**config.mk**
```make
export PLATFORM = sky130hd
export DESIGN_NAME = idu_ir_rename_flat
export DESIGN_NICKNAME = d
export VERILOG_FILES = /design/src/rtl/idu_ir_rename_pkg.sv /design/src/rtl/idu_ir_rename_if.sv /design/src/rtl/idu_ir_rename_rt.sv /design/src/rtl/idu_ir_rename.sv /design/src/flat_wrapper.sv
export SDC_FILE = /design/constraint.sdc
export NUM_CORES = 1
export LEC_CHECK = 0
export ABC_AREA = 1
export CAP_MARGIN = 20
export CORE_AREA = 2 2 233 235
export CTS_BUF_LIST = sky130_fd_sc_hd__clkbuf_2
export DETAILED_ROUTE_END_ITERATION = 10
export DIE_AREA = 0 0 235 237
export PLACE_DENSITY = 0.72
export REMOVE_ABC_BUFFERS = 1
export SLEW_MARGIN = 20
export SYNTH_ARGS = -nofsm -noshare
export SYNTH_HDL_FRONTEND = slang
export SYNTH_SLANG_ARGS = --single-unit
export TNS_END_PERCENT = 5
```
**constraint.sdc**
```tcl
create_clock -name clk -period 4.82 [get_ports clk]
set_input_delay 1.446 -clock clk [delete_from_list [all_inputs] [get_ports clk]]
set_output_delay 1.446 -clock clk [all_outputs]
set_load 0.02 [all_outputs]
```
**src/rtl/idu_ir_rename_pkg.sv**
```systemverilog
// Shared widths, types and helpers for the IDU rename stage.
// Imported by the rename table, the top and the bus interface.
package idu_ir_rename_pkg;

  localparam int GPR_NUM = 32;
  localparam int GPR_W   = 5;
  localparam int PREG_W  = 6;
  localparam int IID_W   = 4;
  localparam int RT_W    = GPR_NUM * PREG_W;

  typedef logic [GPR_W-1:0]  gpr_t;
  typedef logic [PREG_W-1:0] preg_t;
  typedef logic [IID_W-1:0]  iid_t;

  // Registered payload of one renamed instruction.
  typedef struct packed {
    logic [63:0] pc;
    logic        src1_vld;
    gpr_t        src1;
    preg_t       psrc1;
    logic        src2_vld;
    gpr_t        src2;
    preg_t       psrc2;
    logic        dst_vld;
    gpr_t        dst;
    preg_t       pdst;
    preg_t       pre_preg;
    iid_t        iid;
    logic [6:0]  opcode;
    logic [2:0]  funct3;
    logic        imm_vld;
    logic [63:0] imm;
    logic [5:0]  itype;
    logic [4:0]  pipe;
    logic        ras;
  } ir_out_t;

  // x0 is hard-wired, so writing it never needs a physical register.
  function automatic logic need_preg(input logic dst_vld, input gpr_t dst);
    return dst_vld && (dst != '0);
  endfunction

endpackage

```
**src/rtl/idu_ir_rename_if.sv**
```systemverilog
// Decode-in / ROB+PST-create-out bundle of the rename stage.
// slave is the rename block; master is its environment.
interface idu_ir_rename_if;
  import idu_ir_rename_pkg::*;

  logic              rtu_global_flush;
  logic [RT_W-1:0]   rtu_idu_ir_recover_table;
  logic              y_idu_ir_stall_ctrl;

  logic              idu_idu_ir_vld;
  logic [63:0]       idu_idu_ir_pc;
  logic              idu_idu_ir_src1_vld;
  gpr_t              idu_idu_ir_src1;
  logic              idu_idu_ir_src2_vld;
  gpr_t              idu_idu_ir_src2;
  logic              idu_idu_ir_dst_vld;
  gpr_t              idu_idu_ir_dst;
  logic [6:0]        idu_idu_ir_opcode;
  logic [2:0]        idu_idu_ir_funct3;
  logic              idu_idu_ir_imm_vld;
  logic [63:0]       idu_idu_ir_imm;
  logic [5:0]        idu_idu_ir_type;
  logic [4:0]        idu_idu_ir_pipe;
  logic              idu_idu_ir_ras;

  logic              rtu_idu_is_iid_vld;
  iid_t              rtu_idu_is_iid;
  logic              rtu_idu_is_preg_vld;
  preg_t             rtu_idu_is_preg;

  logic              idu_ir_stall;

  logic              idu_rtu_rob_create_vld;
  logic [63:0]       idu_rtu_rob_create_pc;
  gpr_t              idu_rtu_rob_create_src1;
  logic              idu_rtu_rob_create_src1_vld;
  preg_t             idu_rtu_rob_create_psrc1;
  gpr_t              idu_rtu_rob_create_src2;
  logic              idu_rtu_rob_create_src2_vld;
  preg_t             idu_rtu_rob_create_psrc2;
  gpr_t              idu_rtu_rob_create_dst;
  logic              idu_rtu_rob_create_dst_vld;
  preg_t             idu_rtu_rob_create_pdst;
  iid_t              idu_rtu_rob_create_iid;
  logic [6:0]        idu_rtu_rob_create_opcode;
  logic [2:0]        idu_rtu_rob_create_funct3;
  logic              idu_rtu_rob_create_imm_vld;
  logic [63:0]       idu_rtu_rob_create_imm;
  logic [5:0]        idu_rtu_rob_create_type;
  logic [4:0]        idu_rtu_rob_create_pipe;
  logic              idu_rtu_rob_create_ras;

  logic              idu_rtu_pst_create_vld;
  preg_t             idu_rtu_pst_create_preg_index;
  iid_t              idu_rtu_pst_create_iid;
  gpr_t              idu_rtu_pst_create_gpr_index;
  preg_t             idu_rtu_pst_create_gpr_pre_preg_index;

  modport slave (
    input  rtu_global_flush, rtu_idu_ir_recover_table, y_idu_ir_stall_ctrl,
    input  idu_idu_ir_vld, idu_idu_ir_pc,
    input  idu_idu_ir_src1_vld, idu_idu_ir_src1, idu_idu_ir_src2_vld, idu_idu_ir_src2,
    input  idu_idu_ir_dst_vld, idu_idu_ir_dst,
    input  idu_idu_ir_opcode, idu_idu_ir_funct3, idu_idu_ir_imm_vld, idu_idu_ir_imm,
    input  idu_idu_ir_type, idu_idu_ir_pipe, idu_idu_ir_ras,
    input  rtu_idu_is_iid_vld, rtu_idu_is_iid, rtu_idu_is_preg_vld, rtu_idu_is_preg,
    output idu_ir_stall,
    output idu_rtu_rob_create_vld, idu_rtu_rob_create_pc,
    output idu_rtu_rob_create_src1, idu_rtu_rob_create_src1_vld, idu_rtu_rob_create_psrc1,
    output idu_rtu_rob_create_src2, idu_rtu_rob_create_src2_vld, idu_rtu_rob_create_psrc2,
    output idu_rtu_rob_create_dst, idu_rtu_rob_create_dst_vld, idu_rtu_rob_create_pdst,
    output idu_rtu_rob_create_iid, idu_rtu_rob_create_opcode, idu_rtu_rob_create_funct3,
    output idu_rtu_rob_create_imm_vld, idu_rtu_rob_create_imm, idu_rtu_rob_create_type,
    output idu_rtu_rob_create_pipe, idu_rtu_rob_create_ras,
    output idu_rtu_pst_create_vld, idu_rtu_pst_create_preg_index, idu_rtu_pst_create_iid,
    output idu_rtu_pst_create_gpr_index, idu_rtu_pst_create_gpr_pre_preg_index
  );

  modport master (
    output rtu_global_flush, rtu_idu_ir_recover_table, y_idu_ir_stall_ctrl,
    output idu_idu_ir_vld, idu_idu_ir_pc,
    output idu_idu_ir_src1_vld, idu_idu_ir_src1, idu_idu_ir_src2_vld, idu_idu_ir_src2,
    output idu_idu_ir_dst_vld, idu_idu_ir_dst,
    output idu_idu_ir_opcode, idu_idu_ir_funct3, idu_idu_ir_imm_vld, idu_idu_ir_imm,
    output idu_idu_ir_type, idu_idu_ir_pipe, idu_idu_ir_ras,
    output rtu_idu_is_iid_vld, rtu_idu_is_iid, rtu_idu_is_preg_vld, rtu_idu_is_preg,
    input  idu_ir_stall,
    input  idu_rtu_rob_create_vld, idu_rtu_rob_create_pc,
    input  idu_rtu_rob_create_src1, idu_rtu_rob_create_src1_vld, idu_rtu_rob_create_psrc1,
    input  idu_rtu_rob_create_src2, idu_rtu_rob_create_src2_vld, idu_rtu_rob_create_psrc2,
    input  idu_rtu_rob_create_dst, idu_rtu_rob_create_dst_vld, idu_rtu_rob_create_pdst,
    input  idu_rtu_rob_create_iid, idu_rtu_rob_create_opcode, idu_rtu_rob_create_funct3,
    input  idu_rtu_rob_create_imm_vld, idu_rtu_rob_create_imm, idu_rtu_rob_create_type,
    input  idu_rtu_rob_create_pipe, idu_rtu_rob_create_ras,
    input  idu_rtu_pst_create_vld, idu_rtu_pst_create_preg_index, idu_rtu_pst_create_iid,
    input  idu_rtu_pst_create_gpr_index, idu_rtu_pst_create_gpr_pre_preg_index
  );

endinterface

```
**src/rtl/idu_ir_rename_rt.sv**
```systemverilog
// Speculative rename table: 32 x PREG_W flops, three combinational read
// ports, one write port and a bulk load from the committed recover map.
module idu_ir_rt
  import idu_ir_rename_pkg::*;
(
  input  logic            clk,
  input  logic            rst_n,
  input  logic            i_load,
  input  logic [RT_W-1:0] i_recover,
  input  logic            i_wr_en,
  input  gpr_t            i_wr_idx,
  input  preg_t           i_wr_preg,
  input  gpr_t            i_rd1_idx,
  input  gpr_t            i_rd2_idx,
  input  gpr_t            i_rd3_idx,
  output preg_t           o_rd1_preg,
  output preg_t           o_rd2_preg,
  output preg_t           o_rd3_preg
);

  preg_t w_rt [GPR_NUM];

  // x0 has no storage: it always maps to preg 0, whatever the recover bus says.
  assign w_rt[0] = '0;

  for (genvar gi = 1; gi < GPR_NUM; gi++) begin : g_entry
    preg_t r_map;

    // NOTE: the table is built from flops with a reset value (identity map),
    // not from a RAM macro, because every entry must be valid straight out of reset.
    always_ff @(posedge clk or negedge rst_n) begin
      if (!rst_n) begin
        r_map <= preg_t'(gi);
      end else if (i_load) begin
        r_map <= i_recover[gi*PREG_W +: PREG_W];
      end else if (i_wr_en && (i_wr_idx == gpr_t'(gi))) begin
        r_map <= i_wr_preg;
      end
    end

    assign w_rt[gi] = r_map;
  end

  // Reads see the table before this cycle's write lands.
  assign o_rd1_preg = w_rt[i_rd1_idx];
  assign o_rd2_preg = w_rt[i_rd2_idx];
  assign o_rd3_preg = w_rt[i_rd3_idx];

endmodule

```
**src/rtl/idu_ir_rename.sv**
```systemverilog
// Single-issue rename stage: stall/accept logic, rename-table update and
// the one-deep output register feeding the ROB and PST create ports.
module idu_ir_rename
  import idu_ir_rename_pkg::*;
(
  input  logic            clk,
  input  logic            rst_clk,
  idu_ir_rename_if.slave  bus
);

  ir_out_t r_out;
  logic    r_rob_vld;
  logic    r_pst_vld;

  logic    w_flush;
  logic    w_need_preg;
  logic    w_hold;
  logic    w_lack;
  logic    w_stall;
  logic    w_accept;
  preg_t   w_rt_src1;
  preg_t   w_rt_src2;
  preg_t   w_rt_dst;

  assign w_flush     = bus.rtu_global_flush;
  assign w_need_preg = need_preg(bus.idu_idu_ir_dst_vld, bus.idu_idu_ir_dst);
  assign w_hold      = r_rob_vld && bus.y_idu_ir_stall_ctrl;
  assign w_lack      = !bus.rtu_idu_is_iid_vld || (w_need_preg && !bus.rtu_idu_is_preg_vld);
  assign w_stall     = bus.idu_idu_ir_vld && (w_hold || w_lack) && !w_flush;
  assign w_accept    = bus.idu_idu_ir_vld && !w_stall && !w_flush;

  idu_ir_rt u_rt (
    .clk        (clk),
    .rst_n      (rst_clk),
    .i_load     (w_flush),
    .i_recover  (bus.rtu_idu_ir_recover_table),
    .i_wr_en    (w_accept && w_need_preg),
    .i_wr_idx   (bus.idu_idu_ir_dst),
    .i_wr_preg  (bus.rtu_idu_is_preg),
    .i_rd1_idx  (bus.idu_idu_ir_src1),
    .i_rd2_idx  (bus.idu_idu_ir_src2),
    .i_rd3_idx  (bus.idu_idu_ir_dst),
    .o_rd1_preg (w_rt_src1),
    .o_rd2_preg (w_rt_src2),
    .o_rd3_preg (w_rt_dst)
  );

  // NOTE: sequential state is written only with non-blocking assignments so
  // every flop samples the pre-edge values regardless of statement order.
  always_ff @(posedge clk or negedge rst_clk) begin
    if (!rst_clk) begin
      r_out     <= '0;
      r_rob_vld <= 1'b0;
      r_pst_vld <= 1'b0;
    end else if (w_flush) begin
      r_rob_vld <= 1'b0;
      r_pst_vld <= 1'b0;
    end else if (w_accept) begin
      r_rob_vld      <= 1'b1;
      r_pst_vld      <= w_need_preg;
      r_out.pc       <= bus.idu_idu_ir_pc;
      r_out.src1_vld <= bus.idu_idu_ir_src1_vld;
      r_out.src1     <= bus.idu_idu_ir_src1;
      r_out.psrc1    <= (bus.idu_idu_ir_src1 == '0) ? '0 : w_rt_src1;
      r_out.src2_vld <= bus.idu_idu_ir_src2_vld;
      r_out.src2     <= bus.idu_idu_ir_src2;
      r_out.psrc2    <= (bus.idu_idu_ir_src2 == '0) ? '0 : w_rt_src2;
      r_out.dst_vld  <= w_need_preg;
      r_out.dst      <= bus.idu_idu_ir_dst;
      r_out.pdst     <= bus.rtu_idu_is_preg;
      r_out.pre_preg <= w_rt_dst;
      r_out.iid      <= bus.rtu_idu_is_iid;
      r_out.opcode   <= bus.idu_idu_ir_opcode;
      r_out.funct3   <= bus.idu_idu_ir_funct3;
      r_out.imm_vld  <= bus.idu_idu_ir_imm_vld;
      r_out.imm      <= bus.idu_idu_ir_imm;
      r_out.itype    <= bus.idu_idu_ir_type;
      r_out.pipe     <= bus.idu_idu_ir_pipe;
      r_out.ras      <= bus.idu_idu_ir_ras;
    end else if (!w_hold) begin
      r_rob_vld <= 1'b0;
      r_pst_vld <= 1'b0;
    end
  end

  assign bus.idu_ir_stall = w_stall;

  assign bus.idu_rtu_rob_create_vld      = r_rob_vld;
  assign bus.idu_rtu_rob_create_pc       = r_out.pc;
  assign bus.idu_rtu_rob_create_src1     = r_out.src1;
  assign bus.idu_rtu_rob_create_src1_vld = r_out.src1_vld;
  assign bus.idu_rtu_rob_create_psrc1    = r_out.psrc1;
  assign bus.idu_rtu_rob_create_src2     = r_out.src2;
  assign bus.idu_rtu_rob_create_src2_vld = r_out.src2_vld;
  assign bus.idu_rtu_rob_create_psrc2    = r_out.psrc2;
  assign bus.idu_rtu_rob_create_dst      = r_out.dst;
  assign bus.idu_rtu_rob_create_dst_vld  = r_out.dst_vld;
  assign bus.idu_rtu_rob_create_pdst     = r_out.pdst;
  assign bus.idu_rtu_rob_create_iid      = r_out.iid;
  assign bus.idu_rtu_rob_create_opcode   = r_out.opcode;
  assign bus.idu_rtu_rob_create_funct3   = r_out.funct3;
  assign bus.idu_rtu_rob_create_imm_vld  = r_out.imm_vld;
  assign bus.idu_rtu_rob_create_imm      = r_out.imm;
  assign bus.idu_rtu_rob_create_type     = r_out.itype;
  assign bus.idu_rtu_rob_create_pipe     = r_out.pipe;
  assign bus.idu_rtu_rob_create_ras      = r_out.ras;

  assign bus.idu_rtu_pst_create_vld                = r_pst_vld;
  assign bus.idu_rtu_pst_create_preg_index         = r_out.pdst;
  assign bus.idu_rtu_pst_create_iid                = r_out.iid;
  assign bus.idu_rtu_pst_create_gpr_index          = r_out.dst;
  assign bus.idu_rtu_pst_create_gpr_pre_preg_index = r_out.pre_preg;

endmodule

```
**src/flat_wrapper.sv**
```systemverilog
// flat-port wrapper written by rule: the top's interface ports become plain ports
module idu_ir_rename_flat import idu_ir_rename_pkg::*;
  (clk, rst_clk, bus_rtu_global_flush, bus_rtu_idu_ir_recover_table, bus_y_idu_ir_stall_ctrl, bus_idu_idu_ir_vld, bus_idu_idu_ir_pc, bus_idu_idu_ir_src1_vld, bus_idu_idu_ir_src1, bus_idu_idu_ir_src2_vld, bus_idu_idu_ir_src2, bus_idu_idu_ir_dst_vld, bus_idu_idu_ir_dst, bus_idu_idu_ir_opcode, bus_idu_idu_ir_funct3, bus_idu_idu_ir_imm_vld, bus_idu_idu_ir_imm, bus_idu_idu_ir_type, bus_idu_idu_ir_pipe, bus_idu_idu_ir_ras, bus_rtu_idu_is_iid_vld, bus_rtu_idu_is_iid, bus_rtu_idu_is_preg_vld, bus_rtu_idu_is_preg, bus_idu_ir_stall, bus_idu_rtu_rob_create_vld, bus_idu_rtu_rob_create_pc, bus_idu_rtu_rob_create_src1, bus_idu_rtu_rob_create_src1_vld, bus_idu_rtu_rob_create_psrc1, bus_idu_rtu_rob_create_src2, bus_idu_rtu_rob_create_src2_vld, bus_idu_rtu_rob_create_psrc2, bus_idu_rtu_rob_create_dst, bus_idu_rtu_rob_create_dst_vld, bus_idu_rtu_rob_create_pdst, bus_idu_rtu_rob_create_iid, bus_idu_rtu_rob_create_opcode, bus_idu_rtu_rob_create_funct3, bus_idu_rtu_rob_create_imm_vld, bus_idu_rtu_rob_create_imm, bus_idu_rtu_rob_create_type, bus_idu_rtu_rob_create_pipe, bus_idu_rtu_rob_create_ras, bus_idu_rtu_pst_create_vld, bus_idu_rtu_pst_create_preg_index, bus_idu_rtu_pst_create_iid, bus_idu_rtu_pst_create_gpr_index, bus_idu_rtu_pst_create_gpr_pre_preg_index);
  idu_ir_rename_if bus_i ();
  input  logic clk;
  input  logic rst_clk;
  input wire logic [$bits(bus_i.rtu_global_flush)-1:0] bus_rtu_global_flush;
  input wire logic [$bits(bus_i.rtu_idu_ir_recover_table)-1:0] bus_rtu_idu_ir_recover_table;
  input wire logic [$bits(bus_i.y_idu_ir_stall_ctrl)-1:0] bus_y_idu_ir_stall_ctrl;
  input wire logic [$bits(bus_i.idu_idu_ir_vld)-1:0] bus_idu_idu_ir_vld;
  input wire logic [$bits(bus_i.idu_idu_ir_pc)-1:0] bus_idu_idu_ir_pc;
  input wire logic [$bits(bus_i.idu_idu_ir_src1_vld)-1:0] bus_idu_idu_ir_src1_vld;
  input wire logic [$bits(bus_i.idu_idu_ir_src1)-1:0] bus_idu_idu_ir_src1;
  input wire logic [$bits(bus_i.idu_idu_ir_src2_vld)-1:0] bus_idu_idu_ir_src2_vld;
  input wire logic [$bits(bus_i.idu_idu_ir_src2)-1:0] bus_idu_idu_ir_src2;
  input wire logic [$bits(bus_i.idu_idu_ir_dst_vld)-1:0] bus_idu_idu_ir_dst_vld;
  input wire logic [$bits(bus_i.idu_idu_ir_dst)-1:0] bus_idu_idu_ir_dst;
  input wire logic [$bits(bus_i.idu_idu_ir_opcode)-1:0] bus_idu_idu_ir_opcode;
  input wire logic [$bits(bus_i.idu_idu_ir_funct3)-1:0] bus_idu_idu_ir_funct3;
  input wire logic [$bits(bus_i.idu_idu_ir_imm_vld)-1:0] bus_idu_idu_ir_imm_vld;
  input wire logic [$bits(bus_i.idu_idu_ir_imm)-1:0] bus_idu_idu_ir_imm;
  input wire logic [$bits(bus_i.idu_idu_ir_type)-1:0] bus_idu_idu_ir_type;
  input wire logic [$bits(bus_i.idu_idu_ir_pipe)-1:0] bus_idu_idu_ir_pipe;
  input wire logic [$bits(bus_i.idu_idu_ir_ras)-1:0] bus_idu_idu_ir_ras;
  input wire logic [$bits(bus_i.rtu_idu_is_iid_vld)-1:0] bus_rtu_idu_is_iid_vld;
  input wire logic [$bits(bus_i.rtu_idu_is_iid)-1:0] bus_rtu_idu_is_iid;
  input wire logic [$bits(bus_i.rtu_idu_is_preg_vld)-1:0] bus_rtu_idu_is_preg_vld;
  input wire logic [$bits(bus_i.rtu_idu_is_preg)-1:0] bus_rtu_idu_is_preg;
  output wire logic [$bits(bus_i.idu_ir_stall)-1:0] bus_idu_ir_stall;
  output wire logic [$bits(bus_i.idu_rtu_rob_create_vld)-1:0] bus_idu_rtu_rob_create_vld;
  output wire logic [$bits(bus_i.idu_rtu_rob_create_pc)-1:0] bus_idu_rtu_rob_create_pc;
  output wire logic [$bits(bus_i.idu_rtu_rob_create_src1)-1:0] bus_idu_rtu_rob_create_src1;
  output wire logic [$bits(bus_i.idu_rtu_rob_create_src1_vld)-1:0] bus_idu_rtu_rob_create_src1_vld;
  output wire logic [$bits(bus_i.idu_rtu_rob_create_psrc1)-1:0] bus_idu_rtu_rob_create_psrc1;
  output wire logic [$bits(bus_i.idu_rtu_rob_create_src2)-1:0] bus_idu_rtu_rob_create_src2;
  output wire logic [$bits(bus_i.idu_rtu_rob_create_src2_vld)-1:0] bus_idu_rtu_rob_create_src2_vld;
  output wire logic [$bits(bus_i.idu_rtu_rob_create_psrc2)-1:0] bus_idu_rtu_rob_create_psrc2;
  output wire logic [$bits(bus_i.idu_rtu_rob_create_dst)-1:0] bus_idu_rtu_rob_create_dst;
  output wire logic [$bits(bus_i.idu_rtu_rob_create_dst_vld)-1:0] bus_idu_rtu_rob_create_dst_vld;
  output wire logic [$bits(bus_i.idu_rtu_rob_create_pdst)-1:0] bus_idu_rtu_rob_create_pdst;
  output wire logic [$bits(bus_i.idu_rtu_rob_create_iid)-1:0] bus_idu_rtu_rob_create_iid;
  output wire logic [$bits(bus_i.idu_rtu_rob_create_opcode)-1:0] bus_idu_rtu_rob_create_opcode;
  output wire logic [$bits(bus_i.idu_rtu_rob_create_funct3)-1:0] bus_idu_rtu_rob_create_funct3;
  output wire logic [$bits(bus_i.idu_rtu_rob_create_imm_vld)-1:0] bus_idu_rtu_rob_create_imm_vld;
  output wire logic [$bits(bus_i.idu_rtu_rob_create_imm)-1:0] bus_idu_rtu_rob_create_imm;
  output wire logic [$bits(bus_i.idu_rtu_rob_create_type)-1:0] bus_idu_rtu_rob_create_type;
  output wire logic [$bits(bus_i.idu_rtu_rob_create_pipe)-1:0] bus_idu_rtu_rob_create_pipe;
  output wire logic [$bits(bus_i.idu_rtu_rob_create_ras)-1:0] bus_idu_rtu_rob_create_ras;
  output wire logic [$bits(bus_i.idu_rtu_pst_create_vld)-1:0] bus_idu_rtu_pst_create_vld;
  output wire logic [$bits(bus_i.idu_rtu_pst_create_preg_index)-1:0] bus_idu_rtu_pst_create_preg_index;
  output wire logic [$bits(bus_i.idu_rtu_pst_create_iid)-1:0] bus_idu_rtu_pst_create_iid;
  output wire logic [$bits(bus_i.idu_rtu_pst_create_gpr_index)-1:0] bus_idu_rtu_pst_create_gpr_index;
  output wire logic [$bits(bus_i.idu_rtu_pst_create_gpr_pre_preg_index)-1:0] bus_idu_rtu_pst_create_gpr_pre_preg_index;
  assign bus_i.rtu_global_flush = bus_rtu_global_flush;
  assign bus_i.rtu_idu_ir_recover_table = bus_rtu_idu_ir_recover_table;
  assign bus_i.y_idu_ir_stall_ctrl = bus_y_idu_ir_stall_ctrl;
  assign bus_i.idu_idu_ir_vld = bus_idu_idu_ir_vld;
  assign bus_i.idu_idu_ir_pc = bus_idu_idu_ir_pc;
  assign bus_i.idu_idu_ir_src1_vld = bus_idu_idu_ir_src1_vld;
  assign bus_i.idu_idu_ir_src1 = bus_idu_idu_ir_src1;
  assign bus_i.idu_idu_ir_src2_vld = bus_idu_idu_ir_src2_vld;
  assign bus_i.idu_idu_ir_src2 = bus_idu_idu_ir_src2;
  assign bus_i.idu_idu_ir_dst_vld = bus_idu_idu_ir_dst_vld;
  assign bus_i.idu_idu_ir_dst = bus_idu_idu_ir_dst;
  assign bus_i.idu_idu_ir_opcode = bus_idu_idu_ir_opcode;
  assign bus_i.idu_idu_ir_funct3 = bus_idu_idu_ir_funct3;
  assign bus_i.idu_idu_ir_imm_vld = bus_idu_idu_ir_imm_vld;
  assign bus_i.idu_idu_ir_imm = bus_idu_idu_ir_imm;
  assign bus_i.idu_idu_ir_type = bus_idu_idu_ir_type;
  assign bus_i.idu_idu_ir_pipe = bus_idu_idu_ir_pipe;
  assign bus_i.idu_idu_ir_ras = bus_idu_idu_ir_ras;
  assign bus_i.rtu_idu_is_iid_vld = bus_rtu_idu_is_iid_vld;
  assign bus_i.rtu_idu_is_iid = bus_rtu_idu_is_iid;
  assign bus_i.rtu_idu_is_preg_vld = bus_rtu_idu_is_preg_vld;
  assign bus_i.rtu_idu_is_preg = bus_rtu_idu_is_preg;
  assign bus_idu_ir_stall = bus_i.idu_ir_stall;
  assign bus_idu_rtu_rob_create_vld = bus_i.idu_rtu_rob_create_vld;
  assign bus_idu_rtu_rob_create_pc = bus_i.idu_rtu_rob_create_pc;
  assign bus_idu_rtu_rob_create_src1 = bus_i.idu_rtu_rob_create_src1;
  assign bus_idu_rtu_rob_create_src1_vld = bus_i.idu_rtu_rob_create_src1_vld;
  assign bus_idu_rtu_rob_create_psrc1 = bus_i.idu_rtu_rob_create_psrc1;
  assign bus_idu_rtu_rob_create_src2 = bus_i.idu_rtu_rob_create_src2;
  assign bus_idu_rtu_rob_create_src2_vld = bus_i.idu_rtu_rob_create_src2_vld;
  assign bus_idu_rtu_rob_create_psrc2 = bus_i.idu_rtu_rob_create_psrc2;
  assign bus_idu_rtu_rob_create_dst = bus_i.idu_rtu_rob_create_dst;
  assign bus_idu_rtu_rob_create_dst_vld = bus_i.idu_rtu_rob_create_dst_vld;
  assign bus_idu_rtu_rob_create_pdst = bus_i.idu_rtu_rob_create_pdst;
  assign bus_idu_rtu_rob_create_iid = bus_i.idu_rtu_rob_create_iid;
  assign bus_idu_rtu_rob_create_opcode = bus_i.idu_rtu_rob_create_opcode;
  assign bus_idu_rtu_rob_create_funct3 = bus_i.idu_rtu_rob_create_funct3;
  assign bus_idu_rtu_rob_create_imm_vld = bus_i.idu_rtu_rob_create_imm_vld;
  assign bus_idu_rtu_rob_create_imm = bus_i.idu_rtu_rob_create_imm;
  assign bus_idu_rtu_rob_create_type = bus_i.idu_rtu_rob_create_type;
  assign bus_idu_rtu_rob_create_pipe = bus_i.idu_rtu_rob_create_pipe;
  assign bus_idu_rtu_rob_create_ras = bus_i.idu_rtu_rob_create_ras;
  assign bus_idu_rtu_pst_create_vld = bus_i.idu_rtu_pst_create_vld;
  assign bus_idu_rtu_pst_create_preg_index = bus_i.idu_rtu_pst_create_preg_index;
  assign bus_idu_rtu_pst_create_iid = bus_i.idu_rtu_pst_create_iid;
  assign bus_idu_rtu_pst_create_gpr_index = bus_i.idu_rtu_pst_create_gpr_index;
  assign bus_idu_rtu_pst_create_gpr_pre_preg_index = bus_i.idu_rtu_pst_create_gpr_pre_preg_index;
  idu_ir_rename u_core (.clk(clk), .rst_clk(rst_clk), .bus(bus_i));
endmodule
```
==> impl_metrics.csv <==
group,metric,value,unit
outcome,outcome,"finished, final reports clean",
floorplanning,row_count,85,
cts,ctsLongestPathBuffers,3,
routing,drt-total-wl,95.0,mm
cts,clk_pin_slew_worst_paths,0.11,ns
synth,synth_top_area_share,33.5,%
cts,cts_max_level,3,
floorplanning,start_util,42.8,%
synth,async_flop_share,100,%
routing,wl_met1,40.1,mm
routing,routed-wl-met2,41.3,mm
setup_path,worstSetupStartpointType,"primary input",
setup_path,path_max_fanout,4,
timing,fin_ws,0.331,ns
floorplanning,die_h,237,um
synth,syn_avg_cell_area,6.42,um^2
cts,clk_latency,1.21,ns
synth,syn_area,22800,um^2
timing,finalHoldViolCount,0,
global_routing,grt_pass1_vias,23584,
cts,ctsRootBufferMaster,"clkbuf_2",
cts,cts_setup_buffers,0,
power,p_total,0.00991,W
job,drv_cap,0,
routing,ant_nets,0,
cts,cts.repair.resized,0,
routing,wl_per_cell,19.5,um
timing,fmax,223,MHz
routing,drc,0,
setup_path,worstSetupEndpointType,"output pin",
place,place_ws,0.339,ns
timing,rsz0062_at_grt,"false",
synth,synth_most_common_cell,"nand2_1",
place,gp_congestion,1.00,
power,p_leak,16.2,nW
final_layout,fin_cells,4863,
global_routing,grt_usage,33.1,%
place,port_buffers,586,
timing,finalCriticalPeriod,4.49,ns
cts,postCtsHoldBufs,0,
timing,setup_viol,0,
cts,cts_tree,"built",
final_layout,layout.nets,4462,
timing,slew_headroom,20.7,%
synth,synthTopCellsByArea,"dfrtp_1, nand2_1, nand3_1",
floorplanning,core_area,53300,um^2
setup_path,path_class,"in2out",
cts,cts.sinks,385,
timing,finClkSkew,0.107,ns
synth,synthTopCellsByCount,"nand2_1, nand3_1, dfrtp_1, inv_1, clkbuf_1",
routing,top_layer_used,"met5",
cts,cts_buffers,105,
timing,min_period_over_period,93.1,%
routing,drt_iter0_markers,2418,
final_layout,area_delta_synth_final,32.7,%
timing,tightest_slew,1.19,ns
synth,synth-seq-area-share,42.7,%
synth,synth_edf_count,0,
synth,synth_cell_types,26,
floorplanning,die_area,55700,um^2
routing,wl_met3,10.5,mm
global_routing,grt_first_pass_wirelength,142,mm
synth,yosysTopAreaCell,"dfrtp_1",
global_routing,antenna_found_initial,8,
floorplanning,pin_count,593,
worst_hold_path,holdCritPathClass,"in2async",
synth,synth_flop_cell,"dfrtp_1",
place,place_hpwl,67.6,mm
power,ir_worst_vdd,177,uV
final_layout,drive_gt1_share,8.86,%
place,placed_cells,4672,
setup_path,rrSetupSlack,1.96,ns
routing,drtPass1Iterations,7,
floorplanning,die_w,235,um
setup_path,worstPathRequired,3.37,ns
timing,report.final.slew_viol_count,0,
global_routing,grt-ovfl-total,0,
power,powerDensity,328,nW/um^2
synth,syn_inst,3550,
global_routing,grt_max_degree,188,
routing,vias,25451,
synth,postSynthRegisterBits,385,
synth,ys_warn_count,0,
routing,via_per_inst,5.23,
setup_path,cp.arrival,3.04,ns
[logic make-up (layout without fill, tap and decap cells)]
| group | after synthesis | count (layout) | synth area share (%) |
|---|---|---|---|
| and+or+nand+nor | 2636 | 2636 | 47.5 |
| buffers and inverters | 432 | 1046 | 7.54 |
| DFF | 385 | 385 | 42.7 |
| AOI/OAI and AO/OA | 97 | 97 | 2.27 |
| other | 0 | 3 | 0 |
[per-layer routing]
layer	track usage (%)	vias to the layer above
met1	46.0	11742
met5	0	-
li1	-	12127
met3	9.47	206
met4	12.5	10
met2	48.9	1366
[path summary, 6_finish.rpt]
check,start,to,depth (start not counted)
setup / recovery,bus_idu_idu_ir_dst[3],bus_idu_ir_stall,8
hold / removal,rst_clk,u_core.u_rt.g_entry[31].r_map[5],1
setup reg to reg,u_core.bus.idu_rtu_rob_create_vld,u_core.u_rt.g_entry[22].r_map[4],7
hold reg to reg,u_core.bus.idu_rtu_rob_create_pc[7],u_core.bus.idu_rtu_rob_create_pc[7],2
max in group asynchronous,rst_clk,u_core.u_rt.g_entry[5].r_map[2],2
min in group clk,u_core.bus.idu_rtu_rob_create_pc[7],u_core.bus.idu_rtu_rob_create_pc[7],2
[where the power goes]
| group | internal, W | leakage, nW | switching [W] |
|---|---|---|---|
| Sequential | 0.00377 | 4.63 | 0.000379 |
| Combinational | 0.00137 | 10.9 | 0.00183 |
| Clock | 0.00104 | 0.753 | 0.00152 |
| Total | 0.00618 | 16.2 | 0.00373 |
[worst max-delay path, cell delays in order]
cell and delay, ns:
clkdlybuf4s50_1 0.47, nor2_1 0.24, nand3_1 0.32, nand3_2 0.20, nand2_1 0.07, inv_1 0.09, nor2_1 0.04, buf_4 0.16
[layout by cell type (no fill, tap or decap), types with 2 or more instances in the layout]
cell,instances
a21oi_1,12
buf_12,11
buf_2,3
buf_4,57
bufinv_16,3
clkbuf_2,156
clkdlybuf4s50_1,579
clkinv_1,26
clkinv_2,3
dfrtp_1,305
dfstp_2,80
diode_2,3
inv_1,196
inv_2,2
inv_6,3
nand2_1,1978
nand2_2,19
nand2_4,15
nand3_1,556
nand4_1,6
nor2_1,50
nor2_4,3
nor4_1,2
o211ai_1,12
o21ai_0,72
or2_2,4
[cell type report]
type | count | area, um^2
Multi-Input combinational cell | 2733 | 11300
Inverter | 206 | 781
Sequential cell | 385 | 9730
Tap cell | 696 | 871
Clock inverter | 31 | 225
Antenna cell | 3 | 7.51
Timing Repair Buffer | 653 | 6510
Fill cell | 5302 | 23000
Clock buffer | 156 | 781
[through the flow]
| stage | instance area, um^2 | hold WS (ns) | utilization [%] | setup TNS [ns] |
|---|---|---|---|---|
| 5_1_grt | 30300 | 0.344 | 56.8 | 0 |
| 4_1_cts | 30200 | 0.242 | 56.7 | 0 |
| 3_3_place_gp | 29200 | 0.461 | 54.8 | 0 |
| 3_5_place_dp | 29200 | 0.464 | 54.8 | 0 |
| 2_1_floorplan | 21900 | 0.465 | - | -756.45 |
| 6_report | 30300 | 0.324 | 56.8 | 0 |
[flip-flops by register name, indices dropped and copies added (netlist names)]
register,flops
u_core.bus.idu_rtu_rob_create_pipe,5
u_core.bus.idu_rtu_pst_create_gpr_index,5
u_core.bus.idu_rtu_pst_create_gpr_pre_preg_index,6
u_core.bus.idu_rtu_rob_create_src2,5
u_core.bus.idu_rtu_rob_create_imm_vld,1
u_core.bus.idu_rtu_rob_create_opcode,7
u_core.bus.idu_rtu_rob_create_psrc2,6
u_core.bus.idu_rtu_rob_create_src1_vld,1
u_core.bus.idu_rtu_rob_create_pc,64
u_core.bus.idu_rtu_pst_create_iid,4
u_core.u_rt.g_entry.r_map,186
u_core.bus.idu_rtu_rob_create_type,6
u_core.bus.idu_rtu_rob_create_ras,1
u_core.bus.idu_rtu_rob_create_funct3,3
u_core.bus.idu_rtu_rob_create_dst_vld,1
u_core.bus.idu_rtu_rob_create_src2_vld,1
u_core.bus.idu_rtu_pst_create_preg_index,6
u_core.bus.idu_rtu_rob_create_imm,64
u_core.bus.idu_rtu_pst_create_vld,1
u_core.bus.idu_rtu_rob_create_src1,5
u_core.bus.idu_rtu_rob_create_vld,1
u_core.bus.idu_rtu_rob_create_psrc1,6
No activity file was read; power rests on OpenSTA's default activity.
